===== src/rtl/sig_analyzer_16.sv =====
// sig_analyzer_16 - serial signature analyzer (16-bit LFSR compactor).
//
// Compacts a serial bit stream into a 16-bit signature between a start and a
// stop strobe, using the feedback polynomial x^16 + x^12 + x^9 + x^7 + 1.
//
// Ports:
//   clk    in   1   rising-edge clock for all state
//   rst    in   1   synchronous active-high reset
//   d      in   1   serial data bit, sampled on the rising edge
//   start  in   1   begins (or restarts) a capture window
//   stop   in   1   ends the current capture window
//   exp    in  16   expected signature
//   sig    out 16   signature register
//   count  out 16   bits compacted in the current/last window (saturating)
//   busy   out  1   capture window open
//   valid  out  1   capture complete, sig/count frozen
//   ovf    out  1   sticky: a shift happened while count was saturated
//   pass   out  1   valid and sig matches exp

module sig_analyzer_16 (
    input  logic        clk,
    input  logic        rst,
    input  logic        d,
    input  logic        start,
    input  logic        stop,
    input  logic [15:0] exp,
    output logic [15:0] sig,
    output logic [15:0] count,
    output logic        busy,
    output logic        valid,
    output logic        ovf,
    output logic        pass
);

    typedef enum logic [1:0] {
        StIdle = 2'd0,
        StRun  = 2'd1,
        StDone = 2'd2
    } state_e;

    state_e      state_q;
    logic [15:0] sig_q;
    logic [15:0] count_q;
    logic        busy_q;
    logic        valid_q;
    logic        ovf_q;

    logic        fb;
    logic        count_sat;

    // Fibonacci-style feedback: taps at bits 6, 8, 11 and 15 of the register
    // before the shift, xored with the incoming data bit.
    assign fb        = d ^ sig_q[6] ^ sig_q[8] ^ sig_q[11] ^ sig_q[15];
    assign count_sat = (count_q == 16'hFFFF);

    always_ff @(posedge clk) begin
        if (rst) begin
            state_q <= StIdle;
            sig_q   <= 16'h0000;
            count_q <= 16'h0000;
            busy_q  <= 1'b0;
            valid_q <= 1'b0;
            ovf_q   <= 1'b0;
        end else begin
            case (state_q)
                StIdle, StDone: begin
                    // start beats a simultaneous stop; stop alone is ignored here
                    if (start) begin
                        state_q <= StRun;
                        sig_q   <= 16'h0000;
                        count_q <= 16'h0000;
                        ovf_q   <= 1'b0;
                        busy_q  <= 1'b1;
                        valid_q <= 1'b0;
                    end
                end
                StRun: begin
                    if (start) begin
                        // restart: clear and stay in RUN, no shift on this edge
                        sig_q   <= 16'h0000;
                        count_q <= 16'h0000;
                        ovf_q   <= 1'b0;
                    end else if (stop) begin
                        // stop edge is exclusive: d on this edge is not compacted
                        state_q <= StDone;
                        busy_q  <= 1'b0;
                        valid_q <= 1'b1;
                    end else begin
                        sig_q <= {sig_q[14:0], fb};
                        if (count_sat) begin
                            ovf_q <= 1'b1;
                        end else begin
                            count_q <= count_q + 16'd1;
                        end
                    end
                end
                default: begin
                    state_q <= StIdle;
                    busy_q  <= 1'b0;
                    valid_q <= 1'b0;
                end
            endcase
        end
    end

    assign sig   = sig_q;
    assign count = count_q;
    assign busy  = busy_q;
    assign valid = valid_q;
    assign ovf   = ovf_q;
    assign pass  = valid_q && (sig_q == exp);

endmodule


===== config.mk =====
export PLATFORM = sky130hd
export DESIGN_NAME = sig_analyzer_16
export DESIGN_NICKNAME = d
export VERILOG_FILES = /design/src/rtl/sig_analyzer_16.sv
export SDC_FILE = /design/constraint.sdc
export NUM_CORES = 1
export LEC_CHECK = 0
export BUFFER_PORTS_ARGS = -buffer_cell sky130_fd_sc_hd__buf_4
export CAP_MARGIN = 30
export CORE_ASPECT_RATIO = 0.5
export CORE_UTILIZATION = 45
export CTS_CLUSTER_SIZE = 28
export DETAILED_ROUTE_END_ITERATION = 8
export PLACE_DENSITY = 0.74
export SETUP_SLACK_MARGIN = 0.02
export SYNTH_ARGS = -nofsm -noshare
export SYNTH_HDL_FRONTEND = slang
export SYNTH_SLANG_ARGS = --single-unit

===== constraint.sdc =====
create_clock -name clk -period 1.6 [get_ports clk]
set_input_delay 0.32 -clock clk [delete_from_list [all_inputs] [get_ports clk]]
set_output_delay 0.32 -clock clk [all_outputs]
set_load 0.02 [all_outputs]

==> flow_summary_export.csv, run 1 <==
group,metric,value,unit
status,status,"complete, but fails checks",
status,violations,"negative setup slack",
place,place_area,0.00270,mm²
critical_path,reg2reg_depth,6,
layout,fin_nets,326,
floorplanning,initial_utilization,0.477,
critical_path,cp.required,1.28,ns
place,hpwl,3740,µm
synth,synthFlopType,"dfxtp_1",
place,io_buffers,56,
critical_path,worstPathArrival,1.62,ns
global_routing,grtUsageTotal,0.236,
synth,synth_area_leaders,"dfxtp_1 38%, xnor2_1 6.1%, a22oi_1 6.0%",
synth,synth.avg_cell_area,8.83,µm²
clocking,clock_path_buffers,2,
floorplanning,die_area,0.00446,mm²
detailed_routing,num_vias,1971,
timing,setup_slack,-0.335,ns
critical_path,cp-start-kind,"flop",
global_routing,busiest_layer,"met2",
global_routing,grt_max_degree,24,
power,power_switching,479,µW
timing,fin_crit_sh,1.21,
power,peakVddDrop,0.000433,V
flow_run,maxCapViolCount,0,
synth,synth-seq-cells,36,
global_routing,grt_pass1_wl,7810,µm
clocking,htree_levels,2,
detailed_routing,vias_per_cell,5.49,
floorplanning,ios,57,
timing,rsz0062_at_grt,"yes",
timing,hold_slack,0.327,ns
critical_path,worst-path-max-fanout,2,
global_routing,overflow,0,
global_routing,globalRouteMet2Util,0.403,
timing,slew_viol_final,0,
place,gp_congestion,0.806,
critical_path,cp-startpoint,"sig[5]",
timing,finalSetupViolations,3,
power,swShare,0.263,
timing,min_period,1.94,ns
power,p_clk_frac,0.393,
timing,hold_violations,0,
floorplanning,coreArea,0.00394,mm²
detailed_routing,firstDrtPassIters,4,
synth,yosys_warnings,0,
critical_path,r2r_end,"count[12]",
detailed_routing,wirelength,5500,µm
power,p_leak,1.14,nW
synth,synthArstFlopShare,0,
power,internal_power,1.34,mW
hold_path,hold_path.class,"input port to flop",
critical_path,crit_type,"flop to output pin",
power,seqPwrFrac,0.497,
synth,syn-num-nets,235,
floorplanning,num_rows,16,
synth,synth-edff-count,0,
detailed_routing,drc_errors,0,
synth,ys_seq_area_frac,0.383,
global_routing,use_met3,0.0651,
critical_path,cp-endpoint,"pass",
clocking,clk_latency,0.30,ns
layout,postLayoutCoreUtil,0.745,
clocking,cts_root_buf,"clkbuf_8",
layout,areaGrowthSynthToFinish,56.2,%
detailed_routing,dr.first_iter.drc_count,74,
floorplanning,die_h,47.7,µm
detailed_routing,wl_per_cell,15.3,µm
power,combPwrFrac,0.111,
layout,finalInstanceArea,0.00294,mm²
global_routing,antenna_found_initial,0,
synth,yosysUniqueCellTypes,41,
synth,synth_top_cell_by_area,"dfxtp_1",
global_routing,use_met1,0.289,
clocking,cts_buffers,5,
floorplanning,die_w,93.4,µm
timing,slew_headroom,0.787,
synth,synthesis.area,0.00188,mm²
clocking,clkTransAtPathRegs,0.08,ns
critical_path,rrSetupSlack,-0.05,ns
hold_path,whs_path_depth,2,
global_routing,grt_pass1_vias,1734,
clocking,cts.sinks,36,
layout,antenna_cells,0,
layout,drive_gt1_frac,0.459,
clocking,cts_tree,"built",
critical_path,end_kind,"output pin",
clocking,hold_buffers,0,
timing,worst_pin_slew,0.319,ns
critical_path,r2r-start,"count[1]",
synth,syn_inst,213,
power,powerDensity,620,mW/mm²
synth,synth_top_area_share,0.383,
layout,fillCellCount,288,
timing,max_freq,517,MHz
timing,clock_skew,0.00889,ns
detailed_routing,detail-route-antenna-nets,0,
==> repair_timing <==
action,CTS,global route
endpoints found under the setup margin,11,19
resized for setup,13,12
pin swaps,11,5
setup buffers,0,1
==> how the worst min path moves through the flow <==
stage / startpoint / to
after floorplan: rst / busy
after global placement: ovf / ovf
after detailed placement: ovf / ovf
after CTS: start / state_q[1]
after global routing: start / state_q[1]
final: start / state_q[1]
==> cells in the mapped netlist (6+ instances only) <==
cell      count
mux2i_1      11
xnor2_1      13
nand2_1      23
a22oi_1      15
nor2_1       19
nand2b_1      9
a211oi_1      6
dfxtp_1      36
a21oi_1       9
nand3_1      10
==> cell usage in the layout (no fill, tap or decap), drive strengths merged <==
cell type,synthesis,layout
mux2i,11,11
nor3,2,2
nor4,2,2
buf,9,96
xor2,5,5
a211oi,6,6
a31oi,2,2
a2111oi,4,4
xnor2,13,13
dfxtp,36,36
xnor3,1,1
nand2,23,23
clkbuf,3,7
and2b,1,1
nor2,19,19
or4,2,2
or3b,1,1
ha,1,1
nand4,5,5
o311ai,1,1
a21oi,9,9
o21a,1,1
o31ai,2,2
nand2b,9,9
nor2b,1,1
inv,5,6
o41ai,1,1
and3,2,2
and4,5,5
nor3b,1,1
o2111ai,2,2
a21o,1,1
a22oi,15,15
nand3b,1,1
nand3,10,10
o21ai,1,1
==> logic make-up (layout without fill, tap and decap cells) <==
family / after synthesis / after routing / synth area share
xor+xnor: 19 / 19 / 0.0958
buf+inv: 17 / 109 / 0.0492
flops: 36 / 36 / 0.383
fa+ha+maj: 1 / 1 / 0.00665
mux: 11 / 11 / 0.0586
simple gates: 84 / 84 / 0.232
compound gates: 45 / 45 / 0.174
==> state kept, by name, summed over array words and instances, names as in the netlist <==
signal and flops:
busy 1, count 16, ovf 1, sig 16, state_q 2
==> power groups by stage <==
stage	clock, mW	sequential, mW	combinational [mW]
finish	0.715	0.904	0.202
global route	0.769	0.906	0.216
CTS	0.709	0.903	0.193
detailed placement	0	0.925	0.185
global placement	0	0.924	0.181
floorplan	0	0.929	0.0990
==> routing by layer <==
| metal | share of wire | vias to the layer above |
|---|---|---|
| li1 | - | 958 |
| met1 | 0.44 | 942 |
| met2 | 0.49 | 59 |
| met3 | 0.049 | 12 |
| met4 | 0.020 | 0 |
| met5 | 0 | - |
==> area by class of cell <==
class / instances / area, µm² / share of cell area
tap: 54 / 67.6 / 0.0230
sequential: 36 / 738 / 0.251
timing repair buffer: 96 / 743 / 0.253
clock inverter: 1 / 6.26 / 0.00213
inverter: 5 / 18.8 / 0.00639
clock buffer: 7 / 86.3 / 0.0294
multi-input combinational: 160 / 1280 / 0.435
==> worst max-delay path, stage by stage, from the launching register on <==
cell and delay, ns:
dfxtp_2 0.34, xor2_2 0.14, nor4_2 0.30, nand4_1 0.19, nor4_4 0.17, buf_4 0.18
==> metrics by stage <==
stage	power, mW	setup WS (ns)	cells	setup TNS (ns)
after floorplan	1.03	-0.0739	213	-0.410
after global placement	1.11	-0.282	350	-0.787
after detailed placement	1.11	-0.283	350	-1.14
after CTS	1.81	-0.357	358	-0.419
after global routing	1.89	-0.480	359	-0.730
final	1.82	-0.335	359	-0.402
No activity file was read; power rests on OpenSTA's default activity.
==> run 2, diff against run 1 <==
==> constraint.sdc (replaced) <==
create_clock -name clk -period 1.6 [get_ports clk]
set_input_delay 0.32 -clock clk [delete_from_list [all_inputs] [get_ports clk]]
set_output_delay 0.32 -clock clk [all_outputs]
set_load 0.005 [all_outputs]
==> run 2 against run 1 <==
- fmax increased by 4.8%
- cell count decreased by 0.28%
- combinational power decreased by 4%
- non-clock buffer count decreased by 1
- sequential power about the same
- clock power increased by 11%
- the flow still finishes with violations (negative setup slack)
- global-route usage about the same
- clock skew increased by 0.0011 ns
- setup slack improved by 0.089 ns
- register-to-register slack about the same
- sequential share of layout area decreased by 0.085 points
==> flow_summary_export.csv, run 2 (same netlist as run 1, synthesis figures left out) <==
group,metric,value,unit
status,status,"complete, but fails checks",
status,violations,"negative setup slack",
detailed_routing,dr.first_iter.drc_count,86,
timing,max_freq,542,MHz
global_routing,grt_max_degree,24,
critical_path,worst-path-max-fanout,2,
timing,worst_pin_slew,0.351,ns
global_routing,grtUsageTotal,0.236,
flow_run,maxCapViolCount,0,
timing,setup_slack,-0.246,ns
global_routing,overflow,0,
layout,drive_gt1_frac,0.438,
clocking,cts_tree,"built",
place,placement.setup.worst_slack,-0.154,ns
critical_path,cp_top_family,"simple AND/OR/NAND/NOR gates",
timing,clock_skew,0.00999,ns
place,gp_congestion,0.835,
clocking,clock_path_buffers,2,
layout,finalInstanceArea,0.00291,mm²
timing,fin_crit_sh,1.15,
layout,final_common_cell,"buf_4",
clocking,hold_buffers,0,
critical_path,crit_type,"flop to output pin",
power,p_leak,1.12,nW
clocking,clkTransAtPathRegs,0.08,ns
layout,fin_nets,325,
power,peakVddDrop,0.000369,V
clocking,cts.sinks,36,
detailed_routing,num_vias,1936,
layout,mostFrequentLayoutCells,"90 x buf_4, 30 x dfxtp_1, 22 x nand2_1",
critical_path,cp-start-kind,"flop",
layout,fin_cells,358,
global_routing,grt_pass1_wl,7850,µm
timing,finalSetupViolations,3,
layout,fillCellCount,277,
critical_path,path_cells,"xor2_1, nor4_1, nand4_1, nor4_2, buf_4",
place,place_area,0.00263,mm²
timing,slew_headroom,0.766,
detailed_routing,drc_errors,0,
critical_path,critical_path_cell_count,5,
clocking,htree_levels,2,
layout,postLayoutCoreUtil,0.737,
critical_path,end_kind,"output pin",
hold_path,hold_path.class,"input port to flop",
layout,multi_input_area,0.00124,mm²
critical_path,worstPathArrival,1.53,ns
detailed_routing,vias_per_cell,5.41,
timing,hold_slack,0.324,ns
place,io_buffers,56,
critical_path,slowest_delay,0.33,ns
layout,antenna_cells,0,
floorplanning,coreArea,0.00394,mm²
detailed_routing,wirelength,5220,µm
floorplanning,num_rows,16,
timing,slew_viol_final,0,
global_routing,antenna_found_initial,0,
hold_path,whs_path_depth,2,
power,powerDensity,651,mW/mm²
layout,areaGrowthSynthToFinish,54.6,%
detailed_routing,firstDrtPassIters,4,
clocking,cts_root_buf,"clkbuf_8",
floorplanning,die_h,47.7,µm
floorplanning,die_area,0.00446,mm²
critical_path,cp.required,1.28,ns
critical_path,cp_num_buf_inv,1,
place,dp_cells,342,
floorplanning,ios,57,
critical_path,rrSetupSlack,-0.05,ns
clocking,clk_latency,0.29,ns
critical_path,cp_slowest_cell,"dfxtp_2",
detailed_routing,wl_per_cell,14.6,µm
floorplanning,initial_utilization,0.477,
power,power.total,1.89,mW
timing,finalSetupTns,-0.338,ns
floorplanning,die_w,93.4,µm
clocking,cts_buffers,5,
timing,hold_violations,0,
layout,seqCellArea,728,µm²
timing,min_period,1.85,ns
detailed_routing,detail-route-antenna-nets,0,
place,hpwl,3500,µm
timing,rsz0062_at_grt,"yes",
critical_path,reg2reg_depth,6,
global_routing,grt_pass1_vias,1680,
-- run 2: power by group --
part           switching (mW)  internal (mW)
Clock                   0.329          0.463
Combinational           0.102         0.0913
Sequential            0.00546          0.901
-- run 2: routing by layer --
metal | vias to the layer above | GRT usage | wire, µm
met5 | - | 0 | 0
met2 | 46 | 0.424 | 2550
met1 | 930 | 0.290 | 2350
met3 | 7 | 0.0524 | 249
li1 | 953 | - | -
met4 | 0 | 0.0954 | 65
-- run 2: worst paths after layout --
path / start / to
setup / recovery: sig[15] / pass
hold / removal: start / state_q[1]
setup reg to reg: count[0] / count[10]
hold reg to reg: ovf / ovf
-- run 2: what timing repair did --
| action | CTS | global route |
|---|---|---|
| gates cloned | 0 | 1 |
| resized for setup | 11 | 12 |
| endpoints found under the setup margin | 10 | 22 |
| setup buffers | 3 | 4 |
| pin swaps | 11 | 8 |
-- run 2: cell type report --
cell class,count,share of cell area
Timing Repair Buffer,95,0.256
Multi-Input combinational cell,160,0.427
Sequential cell,36,0.251
Clock inverter,2,0.0121
Tap cell,54,0.0232
Inverter,5,0.00646
Clock buffer,6,0.0250
